===== src/rtl/bus_dma_copy_if.sv =====
// Bus between one initiator and one responder (sp_bram or a peripheral).
//
// Handshake: the initiator raises enable with wr_en/addr/wdata/be and holds
// every one of them stable until the responder answers with a single-cycle
// ready. rdata and err are meaningful only in the cycle where ready=1. After
// ready the initiator drops enable for at least one cycle before the next
// request, so a ready never belongs to more than one request.
//
// Signals:
//   enable  initiator -> responder  request valid
//   wr_en   initiator -> responder  1=write, 0=read
//   addr    initiator -> responder  byte address
//   wdata   initiator -> responder  write data (byte writes use lane 0)
//   be      initiator -> responder  4'b1111 word, 4'b0001 byte
//   ready   responder -> initiator  access complete this cycle
//   rdata   responder -> initiator  read data (byte reads right-justified)
//   err     responder -> initiator  access faulted (qualified by ready)
interface bus_dma_copy_if #(
  parameter int ADDR_WIDTH = 32,
  parameter int DATA_WIDTH = 32
);
  logic                  enable;
  logic                  wr_en;
  logic [ADDR_WIDTH-1:0] addr;
  logic [DATA_WIDTH-1:0] wdata;
  logic [3:0]            be;
  logic                  ready;
  logic [DATA_WIDTH-1:0] rdata;
  logic                  err;

  modport master (
    output enable, wr_en, addr, wdata, be,
    input  ready, rdata, err
  );

  modport slave (
    input  enable, wr_en, addr, wdata, be,
    output ready, rdata, err
  );
endinterface


===== src/rtl/bus_dma_copy.sv =====
// Block copy engine acting as bus initiator. Copies i_len bytes from i_src to
// i_dst as read/write pairs, using word accesses when both addresses are word
// aligned and at least four bytes remain, byte accesses otherwise. Aborts on
// a bus error or when a request waits TIMEOUT cycles without ready.
//
// Optional feature macro: BUS_DMA_FILL_EN
//   When defined, a start with i_fill=1 skips reads and writes i_pattern
//   (word writes) or i_pattern[7:0] (byte writes) to the destination.
//   When undefined, i_fill and i_pattern are ignored.
//
// Ports:
//   clk, rst      clock, synchronous active-high reset
//   i_start       1-cycle request, sampled only when idle
//   i_src/i_dst   source/destination byte address (latched on start)
//   i_len         byte count (latched on start)
//   i_fill        fill-mode select
//   i_pattern     fill word
//   o_busy        transfer in progress
//   o_done        1-cycle pulse on successful completion
//   o_err         sticky abort flag, cleared by the next accepted start
//   o_err_addr    address of the faulting access
//   o_dbg_state   current FSM state
//   bus           initiator side of bus_dma_copy_if
module bus_dma_copy #(
  parameter int ADDR_WIDTH = 32,
  parameter int DATA_WIDTH = 32,
  parameter int LEN_WIDTH  = 16,
  parameter int TIMEOUT    = 255
) (
  input  logic                  clk,
  input  logic                  rst,
  input  logic                  i_start,
  input  logic [ADDR_WIDTH-1:0] i_src,
  input  logic [ADDR_WIDTH-1:0] i_dst,
  input  logic [LEN_WIDTH-1:0]  i_len,
  input  logic                  i_fill,
  input  logic [DATA_WIDTH-1:0] i_pattern,
  output logic                  o_busy,
  output logic                  o_done,
  output logic                  o_err,
  output logic [ADDR_WIDTH-1:0] o_err_addr,
  output logic [2:0]            o_dbg_state,
  bus_dma_copy_if.master        bus
);

  typedef enum logic [2:0] {
    S_IDLE, S_RD_REQ, S_RD_GAP, S_WR_REQ, S_WR_GAP, S_DONE, S_ERR
  } state_t;

  // Counter only has to reach TIMEOUT-1; the abort happens on that cycle.
  localparam int TW = (TIMEOUT > 1) ? $clog2(TIMEOUT) : 1;

  state_t                r_state;
  logic [ADDR_WIDTH-1:0] r_src;
  logic [ADDR_WIDTH-1:0] r_dst;
  logic [LEN_WIDTH-1:0]  r_rem;
  logic [DATA_WIDTH-1:0] r_data;
  logic                  r_word;
  logic [TW-1:0]         r_tmo;

  logic                  w_fill_start;
  logic [DATA_WIDTH-1:0] w_pat_start;
  logic                  w_fill_mode;
  logic [DATA_WIDTH-1:0] w_pat;
  logic                  w_word_start;
  logic                  w_word_cont;
  logic                  w_tmo_hit;
  logic [LEN_WIDTH-1:0]  w_step_len;
  logic [ADDR_WIDTH-1:0] w_step_addr;

`ifdef BUS_DMA_FILL_EN
  logic                  r_fill;
  logic [DATA_WIDTH-1:0] r_pattern;
  assign w_fill_start = i_fill;
  assign w_pat_start  = i_pattern;
  assign w_fill_mode  = r_fill;
  assign w_pat        = r_pattern;
`else
  logic w_unused_fill;
  assign w_unused_fill = ^{i_fill, i_pattern};
  assign w_fill_start  = 1'b0;
  assign w_pat_start   = '0;
  assign w_fill_mode   = 1'b0;
  assign w_pat         = '0;
`endif

  // Word access only when both sides are aligned and a full word remains;
  // in fill mode there is no source, so only the destination matters.
  function automatic logic pick_word(input logic [ADDR_WIDTH-1:0] s,
                                     input logic [ADDR_WIDTH-1:0] d,
                                     input logic [LEN_WIDTH-1:0]  rem,
                                     input logic                  fill);
    return (fill || s[1:0] == 2'b00) && (d[1:0] == 2'b00) && (rem >= LEN_WIDTH'(4));
  endfunction

  function automatic logic [DATA_WIDTH-1:0] lane0(input logic [DATA_WIDTH-1:0] x);
    return {{(DATA_WIDTH-8){1'b0}}, x[7:0]};
  endfunction

  assign w_word_start = pick_word(i_src, i_dst, i_len, w_fill_start);
  assign w_word_cont  = pick_word(r_src, r_dst, r_rem, w_fill_mode);
  assign w_tmo_hit    = (r_tmo == TW'(TIMEOUT - 1));
  assign w_step_len   = r_word ? LEN_WIDTH'(4) : LEN_WIDTH'(1);
  assign w_step_addr  = r_word ? ADDR_WIDTH'(4) : ADDR_WIDTH'(1);
  assign o_dbg_state  = r_state;

  always_ff @(posedge clk) begin
    if (rst) begin
      r_state    <= S_IDLE;
      r_src      <= '0;
      r_dst      <= '0;
      r_rem      <= '0;
      r_data     <= '0;
      r_word     <= 1'b0;
      r_tmo      <= '0;
      o_busy     <= 1'b0;
      o_done     <= 1'b0;
      o_err      <= 1'b0;
      o_err_addr <= '0;
      bus.enable <= 1'b0;
      bus.wr_en  <= 1'b0;
      bus.addr   <= '0;
      bus.wdata  <= '0;
      bus.be     <= 4'b0000;
`ifdef BUS_DMA_FILL_EN
      r_fill     <= 1'b0;
      r_pattern  <= '0;
`endif
    end else begin
      o_done <= 1'b0;
      case (r_state)
        S_IDLE: begin
          if (i_start) begin
            r_src <= i_src;
            r_dst <= i_dst;
            r_rem <= i_len;
            o_err <= 1'b0;
`ifdef BUS_DMA_FILL_EN
            r_fill    <= i_fill;
            r_pattern <= i_pattern;
`endif
            if (i_len == '0) begin
              o_done  <= 1'b1;
              r_state <= S_DONE;
            end else begin
              o_busy     <= 1'b1;
              r_word     <= w_word_start;
              r_tmo      <= '0;
              bus.enable <= 1'b1;
              bus.be     <= w_word_start ? 4'b1111 : 4'b0001;
              if (w_fill_start) begin
                bus.wr_en <= 1'b1;
                bus.addr  <= i_dst;
                bus.wdata <= w_word_start ? w_pat_start : lane0(w_pat_start);
                r_state   <= S_WR_REQ;
              end else begin
                bus.wr_en <= 1'b0;
                bus.addr  <= i_src;
                r_state   <= S_RD_REQ;
              end
            end
          end
        end

        S_RD_REQ: begin
          if (bus.ready) begin
            r_data     <= bus.rdata;
            bus.enable <= 1'b0;
            if (bus.err) begin
              o_err      <= 1'b1;
              o_busy     <= 1'b0;
              o_err_addr <= bus.addr;
              r_state    <= S_ERR;
            end else begin
              r_state <= S_RD_GAP;
            end
          end else if (w_tmo_hit) begin
            bus.enable <= 1'b0;
            o_err      <= 1'b1;
            o_busy     <= 1'b0;
            o_err_addr <= bus.addr;
            r_state    <= S_ERR;
          end else begin
            r_tmo <= r_tmo + TW'(1);
          end
        end

        S_RD_GAP: begin
          r_tmo      <= '0;
          bus.enable <= 1'b1;
          bus.wr_en  <= 1'b1;
          bus.addr   <= r_dst;
          bus.wdata  <= r_word ? r_data : lane0(r_data);
          r_state    <= S_WR_REQ;
        end

        S_WR_REQ: begin
          if (bus.ready) begin
            bus.enable <= 1'b0;
            if (bus.err) begin
              o_err      <= 1'b1;
              o_busy     <= 1'b0;
              o_err_addr <= bus.addr;
              r_state    <= S_ERR;
            end else begin
              r_src   <= r_src + w_step_addr;
              r_dst   <= r_dst + w_step_addr;
              r_rem   <= r_rem - w_step_len;
              r_state <= S_WR_GAP;
            end
          end else if (w_tmo_hit) begin
            bus.enable <= 1'b0;
            o_err      <= 1'b1;
            o_busy     <= 1'b0;
            o_err_addr <= bus.addr;
            r_state    <= S_ERR;
          end else begin
            r_tmo <= r_tmo + TW'(1);
          end
        end

        S_WR_GAP: begin
          if (r_rem == '0) begin
            o_busy  <= 1'b0;
            o_done  <= 1'b1;
            r_state <= S_DONE;
          end else begin
            r_word     <= w_word_cont;
            r_tmo      <= '0;
            bus.enable <= 1'b1;
            bus.be     <= w_word_cont ? 4'b1111 : 4'b0001;
            if (w_fill_mode) begin
              bus.wr_en <= 1'b1;
              bus.addr  <= r_dst;
              bus.wdata <= w_word_cont ? w_pat : lane0(w_pat);
              r_state   <= S_WR_REQ;
            end else begin
              bus.wr_en <= 1'b0;
              bus.addr  <= r_src;
              r_state   <= S_RD_REQ;
            end
          end
        end

        S_DONE:  r_state <= S_IDLE;
        S_ERR:   r_state <= S_IDLE;
        default: r_state <= S_IDLE;
      endcase
    end
  end

endmodule

===== src/flat_wrapper.sv =====
// flat-port wrapper written by rule: the top's interface ports become plain ports
module bus_dma_copy_flat 
#(
  parameter int ADDR_WIDTH = 32,
  parameter int DATA_WIDTH = 32,
  parameter int LEN_WIDTH  = 16,
  parameter int TIMEOUT    = 255
)
  (clk, rst, i_start, i_src, i_dst, i_len, i_fill, i_pattern, o_busy, o_done, o_err, o_err_addr, o_dbg_state, bus_enable, bus_wr_en, bus_addr, bus_wdata, bus_be, bus_ready, bus_rdata, bus_err);
  bus_dma_copy_if #(.ADDR_WIDTH(ADDR_WIDTH), .DATA_WIDTH(DATA_WIDTH)) bus_i ();
  input  logic clk;
  input  logic rst;
  input  logic i_start;
  input  logic [ADDR_WIDTH-1:0] i_src;
  input  logic [ADDR_WIDTH-1:0] i_dst;
  input  logic [LEN_WIDTH-1:0] i_len;
  input  logic i_fill;
  input  logic [DATA_WIDTH-1:0] i_pattern;
  output logic o_busy;
  output logic o_done;
  output logic o_err;
  output logic [ADDR_WIDTH-1:0] o_err_addr;
  output logic [2:0] o_dbg_state;
  output wire logic [$bits(bus_i.enable)-1:0] bus_enable;
  output wire logic [$bits(bus_i.wr_en)-1:0] bus_wr_en;
  output wire logic [$bits(bus_i.addr)-1:0] bus_addr;
  output wire logic [$bits(bus_i.wdata)-1:0] bus_wdata;
  output wire logic [$bits(bus_i.be)-1:0] bus_be;
  input wire logic [$bits(bus_i.ready)-1:0] bus_ready;
  input wire logic [$bits(bus_i.rdata)-1:0] bus_rdata;
  input wire logic [$bits(bus_i.err)-1:0] bus_err;
  assign bus_enable = bus_i.enable;
  assign bus_wr_en = bus_i.wr_en;
  assign bus_addr = bus_i.addr;
  assign bus_wdata = bus_i.wdata;
  assign bus_be = bus_i.be;
  assign bus_i.ready = bus_ready;
  assign bus_i.rdata = bus_rdata;
  assign bus_i.err = bus_err;
  bus_dma_copy #(.ADDR_WIDTH(ADDR_WIDTH), .DATA_WIDTH(DATA_WIDTH), .LEN_WIDTH(LEN_WIDTH), .TIMEOUT(TIMEOUT)) u_core (.clk(clk), .rst(rst), .i_start(i_start), .i_src(i_src), .i_dst(i_dst), .i_len(i_len), .i_fill(i_fill), .i_pattern(i_pattern), .o_busy(o_busy), .o_done(o_done), .o_err(o_err), .o_err_addr(o_err_addr), .o_dbg_state(o_dbg_state), .bus(bus_i));
endmodule

===== config.mk =====
export PLATFORM = sky130hd
export DESIGN_NAME = bus_dma_copy_flat
export DESIGN_NICKNAME = d
export VERILOG_FILES = /design/src/rtl/bus_dma_copy_if.sv /design/src/rtl/bus_dma_copy.sv /design/src/flat_wrapper.sv
export SDC_FILE = /design/constraint.sdc
export NUM_CORES = 1
export LEC_CHECK = 0
export ABC_AREA = 1
export CAP_MARGIN = 20
export CORE_UTILIZATION = 52
export CTS_CLUSTER_DIAMETER = 100
export DETAILED_ROUTE_END_ITERATION = 10
export PLACE_DENSITY = 0.81
export SYNTH_ARGS = -nofsm -noshare
export SYNTH_HDL_FRONTEND = slang
export SYNTH_SLANG_ARGS = --single-unit

===== constraint.sdc =====
create_clock -name clk -period 3.1 [get_ports clk]
set_input_delay 0.62 -clock clk [delete_from_list [all_inputs] [get_ports clk]]
set_output_delay 0.62 -clock clk [all_outputs]
set_load 0.005 [all_outputs]

==> results.tsv <==
stage	metric	value	unit
run_status	status	finished clean	
sta	hold_ws	463	ps
yosys	synth_edf_count	0	
power	p_total	8430	uW
clock_network	cts.sinks	226	
sta	fin_setup_tns	0	ps
power	peakVddDrop	0.450	mV
clock_network	postCtsHoldBufs	0	
yosys	yosys.area_share.simple	38.5	%
grt	gr-usage-all-layers	30.3	%
setup_path	crit_family	buffers and inverters	
yosys	syn_area	12000	um2
power	p_per_area	553	nW/um2
setup_path	reg2reg_setup_slack	710	ps
layout	fin_cells	2412	
floorplan	floorplan.initialDensity	53.1	%
sta	setup_violations	0	
setup_path	r2r_cells	9	
yosys	ys_types	40	
clock_network	numCtsBuffers	25	
placed_design	gp_congestion	0.923	
layout	multiInputGateArea	6600	um2
layout	syn_to_final_growth	26.8	%
layout	antenna_cells	0	
yosys	synth_top_family_by_area	simple AND/OR/NAND/NOR gates	
yosys	synth_flop_cell	dfxtp_1	
floorplan	ios	258	
layout	layout_commonest_cell	nand2_1	
power	leakagePower	0.00583	uW
layout	fillers	2017	
clock_network	post_cts_resize_count	0	
setup_path	regToRegEndpoint	u_core.r_data[10]	
yosys	synth_nets	2100	
yosys	synth-seq-area-share	37.7	%
sta	tightestPinTransition	699	ps
floorplan	die_w	154	um
yosys	syn_area_per_cell	6.20	um2
layout	area.sequential	4520	um2
yosys	synth_compound_area_share	14.6	%
power	power_frac_seq	41.5	%
drt	wl	37000	um
power	power_frac_clock	35.3	%
placed_design	place_inst	2370	
clock_network	h-tree-depth	1	
placed_design	dp_hpwl	25900	um
setup_path	path_buf_inv	2	
floorplan	die_area	23700	um2
clock_network	clk_latency	540	ps
setup_path	cp-start-kind	flip-flop	
run	max_cap_viol_count	0	
grt	antenna_found_initial	0	
drt	drtIter0Drc	1222	
setup_path	cp_slowest_cell	clkdlybuf4s50_1	
drt	first_pass_iters	5	
setup_path	required	2480	ps
placed_design	port_buffers	224	
floorplan	fp.dieH	154	um
setup_path	cp-end-kind	primary output	
setup_path	startpoint	u_core.bus.be[2]	
floorplan	row_count	55	
clock_network	clockBufferDepth	3	
power	switching_share	31.4	%
setup_path	path_class	flip-flop to primary output	
setup_path	cp.depth	2	
yosys	synthXorXnorAreaFrac	0.510	%
setup_path	cp.arrival	1900	ps
setup_path	crit_end	bus_be[3]	
placed_design	place_ws	471	ps
sta	rsz0062_at_grt	false	
layout	drive_gt1_share	4.65	%
layout	nets	2273	
yosys	ys_async_sr_fraction	0	%
setup_path	path_cells	buf_4 > clkdlybuf4s50_1	
drt	wl_per_cell	15.3	um
sta	fin_crit_sh	81.3	%
clock_network	cts_tree	built	
grt	grt_max_degree	107	
sta	drv_slew	0	
yosys	synth_mux_area_share	0	%
sta	skew	15.7	ps
drt	antenna_left	0	
setup_path	crit_path_max_fanout	28	
grt	grt_pass1_vias	11600	
power	p_sw	2650	uW
hold_path	holdCritPathClass	flip-flop to flip-flop	
yosys	synth_fa_ha_area_share	1.15	%
yosys	syn_inst	1939	
drt	drcViolationCount	0	
clock_network	post_cts_buffers	0	
drt	vias	13100	
power	power.internal	5780	uW
setup_path	cpPeakStageDelay	580	ps
grt	overflow	0	
sta	hold_violations	0	
layout	most-common-layout-cells	524 x nand2_1, 456 x nor2_1, 226 x dfxtp_1	
floorplan	fp.coreArea	22600	um2
yosys	synth_warnings	0	
setup_path	crit-reg2reg-launch	u_core.o_dbg_state[2]	
sta	slew_headroom	53.4	%
yosys	ys_seq_elements	226	
grt	grt_pass1_wl	58400	um
sta	setup_ws	580	ps
power	p_comb_share	23.3	%
sta	max_freq	397	MHz
clock_network	cts.clk_slew.worst_paths	60	ps
sta	min_period	2520	ps
drt	routed_via_density	5.43	
clock_network	ctsRootBufferMaster	clkbuf_16	
-- flip-flops by register name (all words and copies together) (netlist names) --
register            count
u_core.bus.enable       1
u_core.r_tmo            8
u_core.r_dst           32
u_core.o_dbg_state      3
u_core.r_src           32
u_core.o_err_addr      32
u_core.o_busy           1
u_core.bus.wdata       32
u_core.r_data          32
u_core.bus.be           2
u_core.bus.addr        32
u_core.bus.wr_en        1
u_core.o_done           1
u_core.o_err            1
u_core.r_rem           16
-- metal layers --
metal / up-vias / routed length, um / track usage, %
met5: - / 0 / 0
met1: 5966 / 16800 / 42.6
li1: 6562 / - / -
met3: 78 / 2360 / 3.64
met2: 496 / 16700 / 47.5
met4: 0 / 1140 / 11.2
-- kinds of logic after synthesis --
kind of cell | after synthesis
and+or+nand+nor | 1151
AOI/OAI and AO/OA | 333
DFF | 226
buffers and inverters | 211
adders and majority gates | 11
xor gates and xnor gates | 7
-- worst reg2reg max path, stage by stage (launching register included) --
cell and delay [ps]:
dfxtp_1 500, inv_2 100, nand2_1 380, nor2_1 100
nand2_1 80, buf_4 290, inv_1 360, buf_12 270
nor2_1 120, nor2_1 70
-- per-stage QoR --
step	utilization (%)	instance area (um2)
detailed placement	63.7	14400
finish	67.3	15200
floorplan	-	12000
global placement	63.6	14400
CTS	67.3	15200
global route	67.3	15200
-- worst min-delay path by stage --
stage | depth (start not counted) | endpoint | startpoint | slack (ps)
6_report | 2 | u_core.bus.wdata[28] | u_core.bus.wdata[28] | 460
5_1_grt | 2 | u_core.bus.wdata[14] | u_core.bus.wdata[14] | 480
4_1_cts | 2 | u_core.bus.wdata[28] | u_core.bus.wdata[28] | 470
3_5_place_dp | 2 | u_core.bus.wdata[28] | u_core.bus.wdata[28] | 460
3_3_place_gp | 2 | u_core.bus.wdata[29] | u_core.bus.wdata[29] | 450
2_1_floorplan | 2 | u_core.r_rem[0] | u_core.r_rem[0] | 450
-- cells in the mapped netlist (7+ instances only) --
master | n | area share [%]
nor2_1 | 458 | 14
a31oi_1 | 10 | 0.52
buf_4 | 15 | 0.94
o21ai_0 | 137 | 5.7
nand2_1 | 524 | 16
nand4_1 | 7 | 0.36
nand3_1 | 126 | 5.2
a21oi_1 | 147 | 6.1
clkbuf_1 | 44 | 1.4
o22ai_1 | 22 | 1.1
ha_1 | 11 | 1.1
or2_2 | 10 | 0.52
buf_2 | 35 | 1.5
inv_1 | 101 | 3.2
dfxtp_1 | 226 | 38
-- power groups by stage --
stage / Combinational [uW] / Clock (uW) / Sequential (uW)
floorplan: 1200 / 0 / 3490
global placement: 1870 / 0 / 3530
detailed placement: 1930 / 0 / 3540
CTS: 1940 / 3000 / 3490
global route: 2180 / 3110 / 3530
finish: 1960 / 2970 / 3500
-- final cells by class --
class                           instances  share of cell area [%]
Clock buffer                           31                    4.45
Clock inverter                         11                   0.895
Inverter                              109                    2.70
Multi-Input combinational cell       1502                    43.3
Sequential cell                       226                    29.7
Tap cell                              285                    2.34
Timing Repair Buffer                  248                    16.6
No activity file was read; power rests on OpenSTA's default activity.
